==> config.mk <==
export PLATFORM = sky130hd
export DESIGN_NAME = bht_counter_writer_flat
export DESIGN_NICKNAME = d
export VERILOG_FILES = /design/src/rtl/bht_counter_writer_if.sv /design/src/rtl/bht_counter_writer.sv /design/src/flat_wrapper.sv
export SDC_FILE = /design/constraint.sdc
export NUM_CORES = 1
export LEC_CHECK = 0
export ABC_CLOCK_PERIOD_IN_PS = 10000
export BUFFER_PORTS_ARGS = -buffer_cell sky130_fd_sc_hd__buf_2
export CORE_ASPECT_RATIO = 1.4
export CORE_UTILIZATION = 30
export CTS_CLUSTER_SIZE = 28
export DETAILED_ROUTE_END_ITERATION = 10
export GPL_ROUTABILITY_DRIVEN = 0
export PLACE_DENSITY = 0.58
export SYNTH_ARGS = -nofsm -noshare
export SYNTH_HDL_FRONTEND = slang
export SYNTH_SLANG_ARGS = --single-unit
export TNS_END_PERCENT = 10
==> constraint.sdc <==
create_clock -name clock -period 10 [get_ports clock]
set_input_delay 1 -clock clock [delete_from_list [all_inputs] [get_ports clock]]
set_output_delay 1 -clock clock [all_outputs]
set_load 0.1 [all_outputs]
==> src/rtl/bht_counter_writer_if.sv <==
// bht_counter_writer_if: update handshake and write-acknowledge bundle for the BHT writer
interface bht_counter_writer_if #(parameter int INDEX_W = 7);
  logic               update_valid;
  logic [INDEX_W-1:0] update_index;
  logic               update_taken;
  logic               update_ready;
  logic               write_ack;
  logic [INDEX_W-1:0] write_index;
  logic [1:0]         write_value;
  modport master(output update_valid, update_index, update_taken,
                 input update_ready, write_ack, write_index, write_value);
  modport slave(input update_valid, update_index, update_taken,
                output update_ready, write_ack, write_index, write_value);
endinterface

==> src/rtl/bht_counter_writer.sv <==
// bht_counter_writer: two-stage saturating 2-bit counter write side of the branch-history table
module bht_counter_writer #(
  parameter int         ENTRIES   = 128,
  parameter int         INDEX_W   = 7,
  parameter logic [1:0] CTR_RESET = 2'b01,
  parameter int         COUNT_W   = 16
) (
  input  logic                 clock,
  input  logic                 reset,
  bht_counter_writer_if.slave  bus,
  output logic [2*ENTRIES-1:0] o_counters_flat,
  output logic [COUNT_W-1:0]   o_update_count,
  output logic [COUNT_W-1:0]   o_sat_count
);
  logic [1:0]         r_ctr [ENTRIES];
  logic               r_s1_valid;
  logic [INDEX_W-1:0] r_s1_index;
  logic               r_s1_taken;
  logic               r_ack;
  logic [INDEX_W-1:0] r_widx;
  logic [1:0]         r_wval;
  logic [COUNT_W-1:0] r_upd;
  logic [COUNT_W-1:0] r_sat;
  logic [1:0]         w_old;
  logic               w_rail;
  logic [1:0]         w_new;
  // Read from registers so a write landing on the previous edge is already visible
  always_comb begin
    w_old  = r_ctr[r_s1_index];
    w_rail = r_s1_taken ? (w_old == 2'b11) : (w_old == 2'b00);
    w_new  = w_rail ? w_old : (r_s1_taken ? w_old + 2'd1 : w_old - 2'd1);
  end
  always_ff @(posedge clock) begin
    if (reset) begin
      for (int k = 0; k < ENTRIES; k++) r_ctr[k] <= CTR_RESET;
      r_s1_valid <= 1'b0;
      r_s1_index <= '0;
      r_s1_taken <= 1'b0;
      r_ack      <= 1'b0;
      r_widx     <= '0;
      r_wval     <= '0;
      r_upd      <= '0;
      r_sat      <= '0;
    end else begin
      r_s1_valid <= bus.update_valid;
      r_s1_index <= bus.update_index;
      r_s1_taken <= bus.update_taken;
      r_ack      <= r_s1_valid;
      if (r_s1_valid) begin
        r_ctr[r_s1_index] <= w_new;
        r_widx            <= r_s1_index;
        r_wval            <= w_new;
        if (~&r_upd) r_upd <= r_upd + 1'b1;
        if (w_rail && ~&r_sat) r_sat <= r_sat + 1'b1;
      end
    end
  end
  for (genvar i = 0; i < ENTRIES; i++) begin : g_flat
    assign o_counters_flat[2*i+:2] = r_ctr[i];
  end
  assign bus.update_ready = !reset;
  assign bus.write_ack    = r_ack;
  assign bus.write_index  = r_widx;
  assign bus.write_value  = r_wval;
  assign o_update_count   = r_upd;
  assign o_sat_count      = r_sat;
endmodule

==> src/flat_wrapper.sv <==
// flat-port wrapper written by rule: the top's interface ports become plain ports
module bht_counter_writer_flat 
#(
  parameter int         ENTRIES   = 128,
  parameter int         INDEX_W   = 7,
  parameter logic [1:0] CTR_RESET = 2'b01,
  parameter int         COUNT_W   = 16
)
  (clock, reset, o_counters_flat, o_update_count, o_sat_count, bus_update_valid, bus_update_index, bus_update_taken, bus_update_ready, bus_write_ack, bus_write_index, bus_write_value);
  bht_counter_writer_if #(.INDEX_W(INDEX_W)) bus_i ();
  input  logic clock;
  input  logic reset;
  output logic [2*ENTRIES-1:0] o_counters_flat;
  output logic [COUNT_W-1:0] o_update_count;
  output logic [COUNT_W-1:0] o_sat_count;
  input wire logic [$bits(bus_i.update_valid)-1:0] bus_update_valid;
  input wire logic [$bits(bus_i.update_index)-1:0] bus_update_index;
  input wire logic [$bits(bus_i.update_taken)-1:0] bus_update_taken;
  output wire logic [$bits(bus_i.update_ready)-1:0] bus_update_ready;
  output wire logic [$bits(bus_i.write_ack)-1:0] bus_write_ack;
  output wire logic [$bits(bus_i.write_index)-1:0] bus_write_index;
  output wire logic [$bits(bus_i.write_value)-1:0] bus_write_value;
  assign bus_i.update_valid = bus_update_valid;
  assign bus_i.update_index = bus_update_index;
  assign bus_i.update_taken = bus_update_taken;
  assign bus_update_ready = bus_i.update_ready;
  assign bus_write_ack = bus_i.write_ack;
  assign bus_write_index = bus_i.write_index;
  assign bus_write_value = bus_i.write_value;
  bht_counter_writer #(.ENTRIES(ENTRIES), .INDEX_W(INDEX_W), .CTR_RESET(CTR_RESET), .COUNT_W(COUNT_W)) u_core (.clock(clock), .reset(reset), .bus(bus_i), .o_counters_flat(o_counters_flat), .o_update_count(o_update_count), .o_sat_count(o_sat_count));
endmodule
==> key figures, run 1 <==
Outcome
  – Outcome: complete, no violations

Power and ir drop
  – Switch Pwr: 956 uW
  – Comb pwr share: 0.153
  – Lkg Pwr: about 6.3 nW
  – Worst IR drop on VDD: about 120 uV
  – Power Dens Cells: 174 nW/um^2
  – Sequential Power Share: 0.458
  – Clock power share: 0.389
  – Total Power: roughly 3.2 mW
  – Power Internal: 2.20 mW
  – Net Sw Frac: 0.303

Final layout
  – Number of nets in the layout: 1728
  – Layout area overhead: 20.9%
  – Final instance area: 18100 um^2
  – Layout Utilization: 0.368
  – Share of cells above drive strength 1: 0.262

Timing
  – RSZ-0062 raised after global routing: false
  – Worst Clk Skew: 0.0386 ns
  – Post-route setup TNS: 0 ns
  – Rel. slew slack: 0.0374
  – Final-report setup violation count: 0
  – Final WS setup: roughly 4.2 ns
  – Fin. max-slew vios: 0
  – Slew @ Worst Pin: 1.44 ns
  – Fin crit period: 5.82 ns
  – Final period util: 0.582
  – Final hold vios: 0
  – Fmax: 172 MHz

Detailed routing
  – Vias post-DR: 13500
  – First drt pass iteration count: 6
  – Detail Route Antenna Nets: 0
  – Final WL: 66700 um
  – DRT iter0 DRCs: around 1800
  – DRC errors left: 0
  – Vias per cell: roughly 5.7
  – Routed len/inst: approximately 28 um

Clocking
  – Clock sink total: 307
  – Postcts setup bufs: 0
  – Clk_lat worst skew: 0.61 ns
  – CTS root buf: clkbuf_16
  – Post-CTS sizing: 0
  – Hold Buf Count CTS: 0
  – Clock-pin slew on the worst setup and hold paths: 0.07 ns
  – H-tree depth: 1
  – Max clock buf depth: 3
  – CTS Buf Count: 30
  – CTS tree: yes

Die
  – Core Region: 49100 um^2
  – # IOs: 310
  – Die width: 191 um
  – Die Y: around 270 um
  – Starting Density: 0.304
  – Die ar.: 50700 um^2
  – Row count: 96

Placed design
  – Pre-CTS WS: 4.32 ns
  – Number of buffers added on ports: 309
  – Post-DP Area: about 17000 um^2
  – Placed wire-length estimate: ~47000 um

Setup path
  – CP startpoint kind: flop
  – Setup CP Type: flop to flop
  – Worst-path cell chain: buf_4, clkinv_1, a221o_1, a221oi_1, nor4_1, a211oi_2, a22oi_4, maj3_2, nor2_2, nand2_1
  – Crit path capture type: flop
  – Worst r2r src: u_core.r_s1_index[0]
  – Required time of the critical path: 10.28 ns
  – Crit path DAT: 6.10 ns
  – Slowest CP cell: nor2_2
  – Max FO, Critical Path: 46
  – Reg2reg setup slack: 4.18 ns
  – Worst setup startpoint: u_core.r_s1_index[0]
  – CP max stage delay: 0.98 ns

Global route
  – Pin count of the biggest net entering global routing: 100
  – Grt ovf: 0
  – GRT Util Overall: 0.255
  – Vias in the first global route: 12800
  – First-pass GRT wire length: 92500 um
  – Initial antenna violation count: 2

Yosys
  – Unique masters post-synth: between 70 and 80
  – Number of synthesized flops with an enable pin: 256
  – Ys Warns: 0
  – #FFs+latches synth: just over 300
  – Synth Cell Area: 14900 um^2
  – Seq/Total Area, Yosys: 0.583
  – Synth top area cells: edfxtp_1 (51%), nand2_1 (9.8%), dfxtp_1 (6.8%)
  – Synth Net Count: 1481
  – Post-Syn Instances: between 1000 and 1500
  – Synth top area share: 0.514
  – Cell taking the most area after synthesis: edfxtp_1
  – Post-synthesis area per instance: 10.2 um^2
  – Ys flop type: edfxtp_1
  – Post-synth ARST share: 0

Min path
  – HP Class: flop to flop
  – Hold Crit Start: u_core.o_sat_count[11]

Flow run
  – Total of max-cap violations: 0
## layer usage
layer,part of all wire,GRT usage
met1,0.34,0.300
met2,0.48,0.423
met3,0.11,0.0537
met4,0.064,0.158
met5,0,0
## cell usage after synthesis, types with 8 or more instances
cell type	count
a22oi_1	20
o21ai_1	15
a221oi_1	17
and3_1	8
a222oi_1	8
a211oi_1	10
clkbuf_1	87
or3_1	26
nand2_1	389
mux2i_1	31
nor2b_1	17
xor2_1	12
o31ai_1	8
mux2_2	23
o21ai_0	15
nor3_1	22
mux2_1	9
buf_2	29
dfxtp_1	51
a21oi_1	30
nor2_1	190
nand3_1	37
edfxtp_1	256
a221o_1	15
## power groups by stage
stage	registers (mW)	clock network, mW	logic [mW]
after floorplan	1.66	0	0.154
after global placement	1.47	0	0.472
after detailed placement	1.47	0	0.476
after CTS	1.44	1.23	0.476
after global routing	1.45	1.27	0.494
final	1.44	1.23	0.483
## logic make-up after synthesis
kind of cell	synth area share
AO/OA/AOI/OAI	0.0983
XOR/XNOR	0.00879
buffers and inverters	0.0439
multiplexers	0.0563
flip-flops	0.583
adder cells (fa/ha/maj)	0.00377
AND/OR/NAND/NOR	0.206
## worst max-delay path, delay by kind of cell (launching register included)
kind            cells  cell delay [ns]
buf+inv             2             1.55
simple gates        3             1.30
flops               1             0.54
fa+ha+maj           1             0.51
compound gates      4             1.59
## placed cells by master (no fill, tap or decap), drive strengths merged, types with 4 or more instances in the layout
master   synthesis  routed
a21o             5       5
or4              4       4
a21bo            5       5
nor4             7       7
o2111ai          4       4
nor2b           17      17
o22ai            5       5
clkbuf          87      45
mux2i           32      32
a221o           15      15
bufinv           0       4
a221oi          18      18
nand2b           5       5
a211oi          11      11
and2             6       6
a222oi           8       8
nand3           37      37
clkinv           3       8
nor3            22      22
a22oi           21      21
inv             10      11
nand2          389     389
o21ai           30      30
or3             26      26
xor2            12      12
edfxtp         256     256
or2              4       4
o31ai            8       8
buf             45     347
dfxtp           51      51
and3             8       8
mux4             7       7
mux2            32      32
nor2           193     193
a21oi           30      30
## flip-flops by register name (all words and copies together), names as in the netlist
name	flops
u_core.r_s1_valid	1
u_core.r_s1_index	7
u_core.o_sat_count	16
u_core.r_ctr	256
u_core.bus.write_index	7
u_core.o_update_count	16
u_core.bus.write_ack	1
u_core.r_s1_taken	1
u_core.bus.write_value	2
## cell type report
type / count / area [um^2]
fillers: 4963 / 31000
repair buffers: 347 / 1830
inverters: 13 / 50.0
flip-flops and latches: 307 / 8710
diodes: 1 / 2.50
well taps: 637 / 797
clock buffers: 45 / 868
clock inverters: 11 / 170
multi-input cells: 1015 / 5640
## worst paths after layout
check | to | cells after the start
min | u_core.o_sat_count[11] | 2
min reg2reg | u_core.o_sat_count[11] | 2
max | u_core.r_ctr[14][0] | 10
max reg2reg | u_core.r_ctr[14][0] | 10
## through the flow
stage          cells  hold slack, ns
5_1_grt         2376           0.504
4_1_cts         2375           0.485
3_5_place_dp    2319           0.479
3_3_place_gp    2319           0.464
6_report        2376           0.481
2_1_floorplan   1467           0.614
(Power assumes the default switching activity.)
==> inputs of run 2 (changes only) <==
--- a/config.mk
+++ b/config.mk
@@ -5,7 +5,8 @@
 export SDC_FILE = /design/constraint.sdc
 export NUM_CORES = 1
 export LEC_CHECK = 0
-export ABC_CLOCK_PERIOD_IN_PS = 10000
+export ABC_AREA = 1
+export ABC_CLOCK_PERIOD_IN_PS = 5500
 export BUFFER_PORTS_ARGS = -buffer_cell sky130_fd_sc_hd__buf_2
 export CORE_ASPECT_RATIO = 1.4
 export CORE_UTILIZATION = 30
==> constraint.sdc (replaced) <==
create_clock -name clock -period 5.5 [get_ports clock]
set_input_delay 0.55 -clock clock [delete_from_list [all_inputs] [get_ports clock]]
set_output_delay 0.55 -clock clock [all_outputs]
set_load 0.1 [all_outputs]
==> key figures, run 2 <==
Outcome
  – Outcome: complete, no violations (unchanged)

Yosys
  – Number of synthesized flops with an enable pin: 256 (unchanged)
  – Cell taking the most area after synthesis: edfxtp_1 (unchanged)
  – Synth Cell Area: 15800 um^2 (was 14900 um^2)
  – Post-synthesis area per instance: 7.84 um^2 (was 10.2 um^2)
  – Seq/Total Area, Yosys: 0.550 (was 0.583)
  – Post-synth ARST share: 0 (unchanged)
  – Most numerous cell in the Yosys netlist: nand2_1 (unchanged)
  – Ys flop type: edfxtp_1 (unchanged)
  – Post-Synth Adder-Cell Area: 0.00285 (was 0.00377)
  – #FFs+latches synth: 307 (unchanged)
  – Complex-gate fraction of the synthesized area: 0.0428 (was 0.0983)
  – Main combinational cell family by area after synthesis: simple AND/OR/NAND/NOR gates (unchanged)
  – Post-Syn Instances: 2017 (was 1467)
  – Ys Warns: 0 (unchanged)
  – Mux contribution to synthesized area: 0 (was 0.0563)
  – Synth Area in Simple Gates: 0.307 (was 0.206)
  – Top cells by count, synth: nand2_1 (794), nor2_1 (372), edfxtp_1 (256) (was nand2_1 (389), edfxtp_1 (256), nor2_1 (190))
  – Unique masters post-synth: 39 (was 79)
  – Synth top area cells: edfxtp_1 (49%), nand2_1 (19%), nor2_1 (8.8%) (was edfxtp_1 (51%), nand2_1 (9.8%), dfxtp_1 (6.8%))
  – Synth Net Count: 2031 (was 1481)
  – Synth top area share: 0.486 (was 0.514)
  – XOR/XNOR Fraction of Synth Area: 0.00830 (was 0.00879)

Power and ir drop
  – Worst IR drop on VDD: 171 uV (was 119 uV)
  – Power Dens Cells: 307 nW/um^2 (was 174 nW/um^2)
  – Lkg Pwr: 7.49 nW (was 6.28 nW)

Global route
  – Pin count of the biggest net entering global routing: 75 (was 100)
  – Initial antenna violation count: 1 (was 2)
  – First-pass GRT wire length: 84300 um (was 92500 um)
  – Vias in the first global route: 13800 (was 12800)
  – Grt ovf: 0 (unchanged)
  – GRT Util Overall: 0.212 (was 0.255)

Clocking
  – Hold Buf Count CTS: 0 (unchanged)
  – Clock-pin slew on the worst setup and hold paths: 0.07 ns (about the same)
  – CTS root buf: clkbuf_16 (unchanged)
  – Post-CTS sizing: 0 (unchanged)
  – Max clock buf depth: 3 (unchanged)
  – CTS tree: yes (unchanged)
  – Clock sink total: 307 (unchanged)
  – Postcts setup bufs: 0 (unchanged)
  – H-tree depth: 2 (was 1)
  – CTS Buf Count: 35 (was 30)
  – Clk_lat worst skew: 0.53 ns (was 0.61 ns)

Detailed routing
  – Vias per cell: 4.76 (was 5.69)
  – DRC errors left: 0 (unchanged)
  – Vias post-DR: 14300 (was 13500)
  – Detail Route Antenna Nets: 0 (unchanged)
  – Routed len/inst: 19.4 um (was 28.1 um)
  – First drt pass iteration count: 5 (was 6)
  – Final WL: 58300 um (was 66700 um)
  – DRT iter0 DRCs: 858 (was 1817)

Timing
  – Final period util: 0.782 (was 0.582)
  – Rel. slew slack: 0.157 (was 0.0374)
  – Fin. max-slew vios: 0 (unchanged)
  – RSZ-0062 raised after global routing: false (unchanged)
  – Post-route setup TNS: 0 ns (unchanged)
  – Fin crit period: 4.30 ns (was 5.82 ns)
  – WHS: 0.228 ns (was 0.481 ns)
  – Worst Clk Skew: 0.0276 ns (was 0.0386 ns)
  – Fmax: 233 MHz (was 172 MHz)
  – Slew @ Worst Pin: 1.26 ns (was 1.44 ns)
  – Final hold vios: 0 (unchanged)
  – Final-report setup violation count: 0 (unchanged)

Final layout
  – Share of cells above drive strength 1: 0.175 (was 0.262)
  – Fillers: 5383 (was 4963)
  – FF/Latch Area: 8710 um^2 (about the same)
  – Most common cell after layout, fill and taps aside: nand2_1 (unchanged)
  – Max FFs per register: 256 (unchanged)
  – Area of the multi-input gates: 5710 um^2 (was 5640 um^2)
  – Largest Register: u_core.r_ctr (unchanged)
  – Layout Utilization: 0.364 (was 0.368)
  – Most frequent cells in the layout: nand2_1 (794), nor2_1 (371), buf_2 (309) (was nand2_1 (389), buf_2 (309), edfxtp_1 (256))
  – Number of nets in the layout: 2292 (was 1728)
  – Layout area overhead: 20.1% (was 20.9%)

Setup path
  – Reg2reg setup slack: 1.20 ns (was 4.18 ns)
  – Crit path DAT: 4.58 ns (was 6.10 ns)
  – Max FO, Critical Path: 74 (was 46)
  – Worst-path cell chain: inv_4, buf_4, o211ai_1, nand2_1, nor2_1, nor2_1, nor2_1, nand2_1, nand2_1, nand2_1, nor2_4, fa_4, buf_4, nor2_1 (was buf_4, clkinv_1, a221o_1, a221oi_1, nor4_1, a211oi_2, a22oi_4, maj3_2, nor2_2, nand2_1)
  – Setup CP Type: flop to flop (unchanged)
  – CP max stage delay: 0.90 ns (was 0.98 ns)
  – Worst setup startpoint: u_core.r_s1_index[0] (unchanged)
  – Worst r2r src: u_core.r_s1_index[0] (unchanged)
  – Required time of the critical path: 5.77 ns (was 10.28 ns)
  – Slowest CP cell: fa_4 (was nor2_2)
  – Crit path capture type: flop (unchanged)
  – CP startpoint kind: flop (unchanged)

Min path
  – Hold Crit Start: bus_update_valid (was u_core.o_sat_count[11])
  – HP Class: input port to flop (was flop to flop)

Die
  – Starting Density: 0.303 (was 0.304)
  – Core Region: 52100 um^2 (was 49100 um^2)
  – Die Y: 274 um (was 266 um)
  – Row count: 99 (was 96)
  – # IOs: 310 (unchanged)
  – Die width: 196 um (was 191 um)
  – Die ar.: 53700 um^2 (was 50700 um^2)

Flow run
  – Total of max-cap violations: 0 (unchanged)

Placed design
  – Placed wire-length estimate: 41700 um (was 46700 um)
  – Number of buffers added on ports: 309 (unchanged)
-- run 2: changes by cell type in the layout (fill, tap and decap cells not counted), moves of 17 or more --
| cell | delta |
|---|---|
| nand2_1 | +405 |
| inv_1 | +202 |
| nor2_1 | +189 |
| mux2i_1 | -31 |
| or3_1 | -26 |
| o21ai_0 | +25 |
| a21oi_1 | +23 |
| mux2_2 | -23 |
| a22oi_1 | -20 |
| nand3_1 | -20 |
| nand4_1 | +20 |
| a221oi_1 | -17 |
| buf_4 | -17 |
-- run 2: layout make-up --
class / instances / share of cell area
Clock buffer: 41 / 0.0478
Multi-Input combinational cell: 1386 / 0.301
Tap cell: 707 / 0.0466
Clock inverter: 19 / 0.0110
Timing Repair Buffer: 332 / 0.0918
Antenna cell: 1 / 0.000132
Sequential cell: 307 / 0.459
Inverter: 216 / 0.0431
-- run 2: power breakdown --
part	internal, mW	leakage, nW	total, mW	switching (mW)
logic	0.141	4.32	0.892	0.751
registers	2.56	2.64	2.61	0.0480
clock network	1.37	0.530	2.34	0.967
total	4.07	7.49	5.84	1.77
-- run 2: per-stage QoR --
stage	instances	total power, mW	instance area, um^2	worst slack, ns
2_1_floorplan	2017	3.34	15800	2.46
3_3_place_gp	2948	3.54	17900	1.26
3_5_place_dp	2948	3.55	17900	1.22
4_1_cts	3008	5.89	19000	1.21
5_1_grt	3009	6.02	19000	0.776
6_report	3009	5.84	19000	1.20
-- run 2: critical path: cells and delay by family, from the launching register on --
kind            cells  cell delay [ns]
compound gates      1             0.20
flops               1             0.71
simple gates        9             0.98
buf+inv             3             1.20
fa+ha+maj           1             0.90
-- run 2: cells by family after synthesis --
kind of cell / count (synthesis)
flip-flops: 307
XOR/XNOR: 15
AO/OA/AOI/OAI: 124
AND/OR/NAND/NOR: 1244
adder cells (fa/ha/maj): 3
buffers and inverters: 324
-- run 2: final timing paths --
kind / endpoint / depth (start not counted)
max: u_core.r_ctr[81][1] / 14
min: u_core.r_s1_valid / 3
max reg2reg: u_core.r_ctr[81][1] / 14
min reg2reg: u_core.o_sat_count[5] / 2
-- run 2: per-layer routing --
layer / wire length, um / track usage / up-vias / share of wire
met5: 0 / 0 / - / 0
met4: 3120 / 0.111 / 0 / 0.054
met3: 3640 / 0.0299 / 131 / 0.062
met2: 28900 / 0.373 / 557 / 0.50
met1: 22600 / 0.249 / 6824 / 0.39
li1: - / - / 6803 / -
==> inputs of run 3 (changes only) <==
--- a/config.mk
+++ b/config.mk
@@ -6,7 +6,7 @@
 export NUM_CORES = 1
 export LEC_CHECK = 0
 export ABC_AREA = 1
-export ABC_CLOCK_PERIOD_IN_PS = 5500
+export ABC_CLOCK_PERIOD_IN_PS = 4200
 export BUFFER_PORTS_ARGS = -buffer_cell sky130_fd_sc_hd__buf_2
 export CORE_ASPECT_RATIO = 1.4
 export CORE_UTILIZATION = 30
==> constraint.sdc (replaced) <==
create_clock -name clock -period 4.2 [get_ports clock]
set_input_delay 0.42 -clock clock [delete_from_list [all_inputs] [get_ports clock]]
set_output_delay 0.42 -clock clock [all_outputs]
set_load 0.1 [all_outputs]
==> key figures, run 3 (synthesized netlist as in run 2, its figures left out) <==
Flow run
  – Total of max-cap violations: 0 (unchanged)

Final layout
  – Largest Register: u_core.r_ctr (unchanged)
  – Share of cells above drive strength 1: 0.177 (was 0.175)
  – Diodes inserted: 0 (was 1)
  – Layout Utilization: 0.366 (was 0.364)
  – Number of nets in the layout: 2298 (was 2292)
  – FF/Latch Area: 8710 um^2 (unchanged)
  – Max FFs per register: 256 (unchanged)
  – Most frequent cells in the layout: nand2_1 (794), nor2_1 (371), buf_2 (309) (unchanged)
  – Fillers: 5404 (was 5383)
  – Most common cell after layout, fill and taps aside: nand2_1 (unchanged)
  – Area of the multi-input gates: 5710 um^2 (unchanged)
  – Layout area overhead: 20.7% (was 20.1%)

Detailed routing
  – Final WL: 60200 um (was 58300 um)
  – DRC errors left: 0 (unchanged)
  – Routed len/inst: 20.0 um (was 19.4 um)
  – Detail Route Antenna Nets: 0 (unchanged)
  – Vias post-DR: 14500 (was 14300)
  – Vias per cell: 4.81 (was 4.76)
  – First drt pass iteration count: 5 (unchanged)
  – DRT iter0 DRCs: 1197 (was 858)

Setup path
  – Crit path DAT: 4.16 ns (was 4.58 ns)
  – Crit path capture type: flop (unchanged)
  – Required time of the critical path: 4.58 ns (was 5.77 ns)
  – Setup CP Type: flop to flop (unchanged)
  – Max FO, Critical Path: 74 (unchanged)
  – CP startpoint kind: flop (unchanged)

Clocking
  – Clock sink total: 307 (unchanged)
  – CTS Buf Count: 35 (unchanged)
  – Hold Buf Count CTS: 0 (unchanged)
  – Max clock buf depth: 3 (unchanged)
  – Clock-pin slew on the worst setup and hold paths: 0.06 ns (was 0.07 ns)
  – Post-CTS sizing: 0 (unchanged)
  – CTS root buf: clkbuf_16 (unchanged)
  – Clk_lat worst skew: 0.54 ns (was 0.53 ns)
  – CTS tree: yes (unchanged)
  – H-tree depth: 2 (unchanged)
  – Postcts setup bufs: 0 (unchanged)

Power and ir drop
  – Power Dens Cells: 400 nW/um^2 (was 307 nW/um^2)
  – Worst IR drop on VDD: 241 uV (was 171 uV)
  – Lkg Pwr: 7.55 nW (was 7.49 nW)

Timing
  – Final period util: 0.899 (was 0.782)
  – Slew @ Worst Pin: 1.22 ns (was 1.26 ns)
  – Fin. max-slew vios: 0 (unchanged)
  – RSZ-0062 raised after global routing: false (unchanged)
  – Rel. slew slack: 0.188 (was 0.157)
  – WHS: 0.100 ns (was 0.228 ns)
  – Fmax: 265 MHz (was 233 MHz)
  – Post-route setup TNS: 0 ns (unchanged)
  – Final-report setup violation count: 0 (unchanged)
  – Worst Clk Skew: 0.0195 ns (was 0.0276 ns)
  – Final hold vios: 0 (unchanged)
  – Fin crit period: 3.78 ns (was 4.30 ns)

Min path
  – HP Class: input port to flop (unchanged)

Global route
  – Grt ovf: 0 (unchanged)
  – Pin count of the biggest net entering global routing: 95 (was 75)
  – First-pass GRT wire length: 86900 um (was 84300 um)
  – Vias in the first global route: 14000 (was 13800)
  – GRT Util Overall: 0.219 (was 0.212)
  – Initial antenna violation count: 0 (was 1)

Die
  – # IOs: 310 (unchanged)
  – Core Region: 52100 um^2 (unchanged)
  – Die Y: 274 um (unchanged)
  – Row count: 99 (unchanged)
  – Die width: 196 um (unchanged)
  – Die ar.: 53700 um^2 (unchanged)
  – Starting Density: 0.303 (unchanged)

Placed design
  – Number of buffers added on ports: 309 (unchanged)
  – Placed wire-length estimate: 43100 um (was 41700 um)

Outcome
  – Outcome: complete, no violations (unchanged)
run 3: cell count changes in the layout (fill, tap and decap cells not counted):
cell        before  now
clkinv_2         3    8
clkinv_4         1    0
clkinv_1         7   10
clkbuf_16       35   37
buf_12           2    8
diode_2          1    0
clkbuf_1         5    3
inv_6            1    0
bufinv_16        4    2
clkinvlp_4       5    3
run 3: path summary, 6_finish.rpt:
kind                              start                    end  slack [ns]  cells past startpoint
hold / removal      bus_update_index[5]   u_core.r_s1_index[5]        0.10                      3
hold reg to reg   u_core.o_sat_count[5]  u_core.o_sat_count[5]        0.48                      2
setup / recovery   u_core.r_s1_index[0]    u_core.r_ctr[48][1]        0.42                     18
setup reg to reg   u_core.r_s1_index[0]    u_core.r_ctr[48][1]        0.42                     18
run 3: power breakdown:
group          switching, mW  internal, mW  total, mW
combinational           1.02         0.203       1.22
sequential            0.0535          3.35       3.40
clock                   1.28          1.74       3.02
total                   2.35          5.29       7.64
run 3: routing by layer:
layer | GRT usage | routed length (um) | vias up
met2 | 0.390 | 30500 | 594
met4 | 0.104 | 2820 | 0
met3 | 0.0291 | 3580 | 134
met5 | 0 | 0 | -
met1 | 0.261 | 23200 | 6928
li1 | - | - | 6839
run 3: final cells by class:
type,count,area share
timing repair buffer,338,0.0976
clock buffer,41,0.0498
tap,707,0.0463
multi-input combinational,1386,0.299
inverter,216,0.0428
sequential,307,0.456
clock inverter,21,0.00799
run 3: worst max-delay path, stage by stage, from the launching register on:
cell and delay (ns):
dfxtp_4 0.36, inv_4 0.64, buf_4 0.40, nand2_1 0.08, nand2_1 0.11, nand2_1 0.06
nand2_1 0.08, nand2_1 0.05, nand2_1 0.07, nand2_1 0.05, nand2_1 0.09, nor2_1 0.05
nor2_1 0.08, nor2_1 0.08, nand2_1 0.08, inv_1 0.06, fa_4 0.65, buf_4 0.37
nor2_1 0.19
run 3: per-stage QoR:
step | cell area [um^2] | power [mW] | worst slack [ns] | std cells
finish | 19100 | 7.64 | 0.424 | 3016
global route | 19100 | 7.87 | 0.114 | 3016
CTS | 19100 | 7.68 | 0.421 | 3016
detailed placement | 18000 | 4.69 | 0.424 | 2954
global placement | 18000 | 4.68 | 0.459 | 2954
floorplan | 15800 | 4.38 | 1.16 | 2017
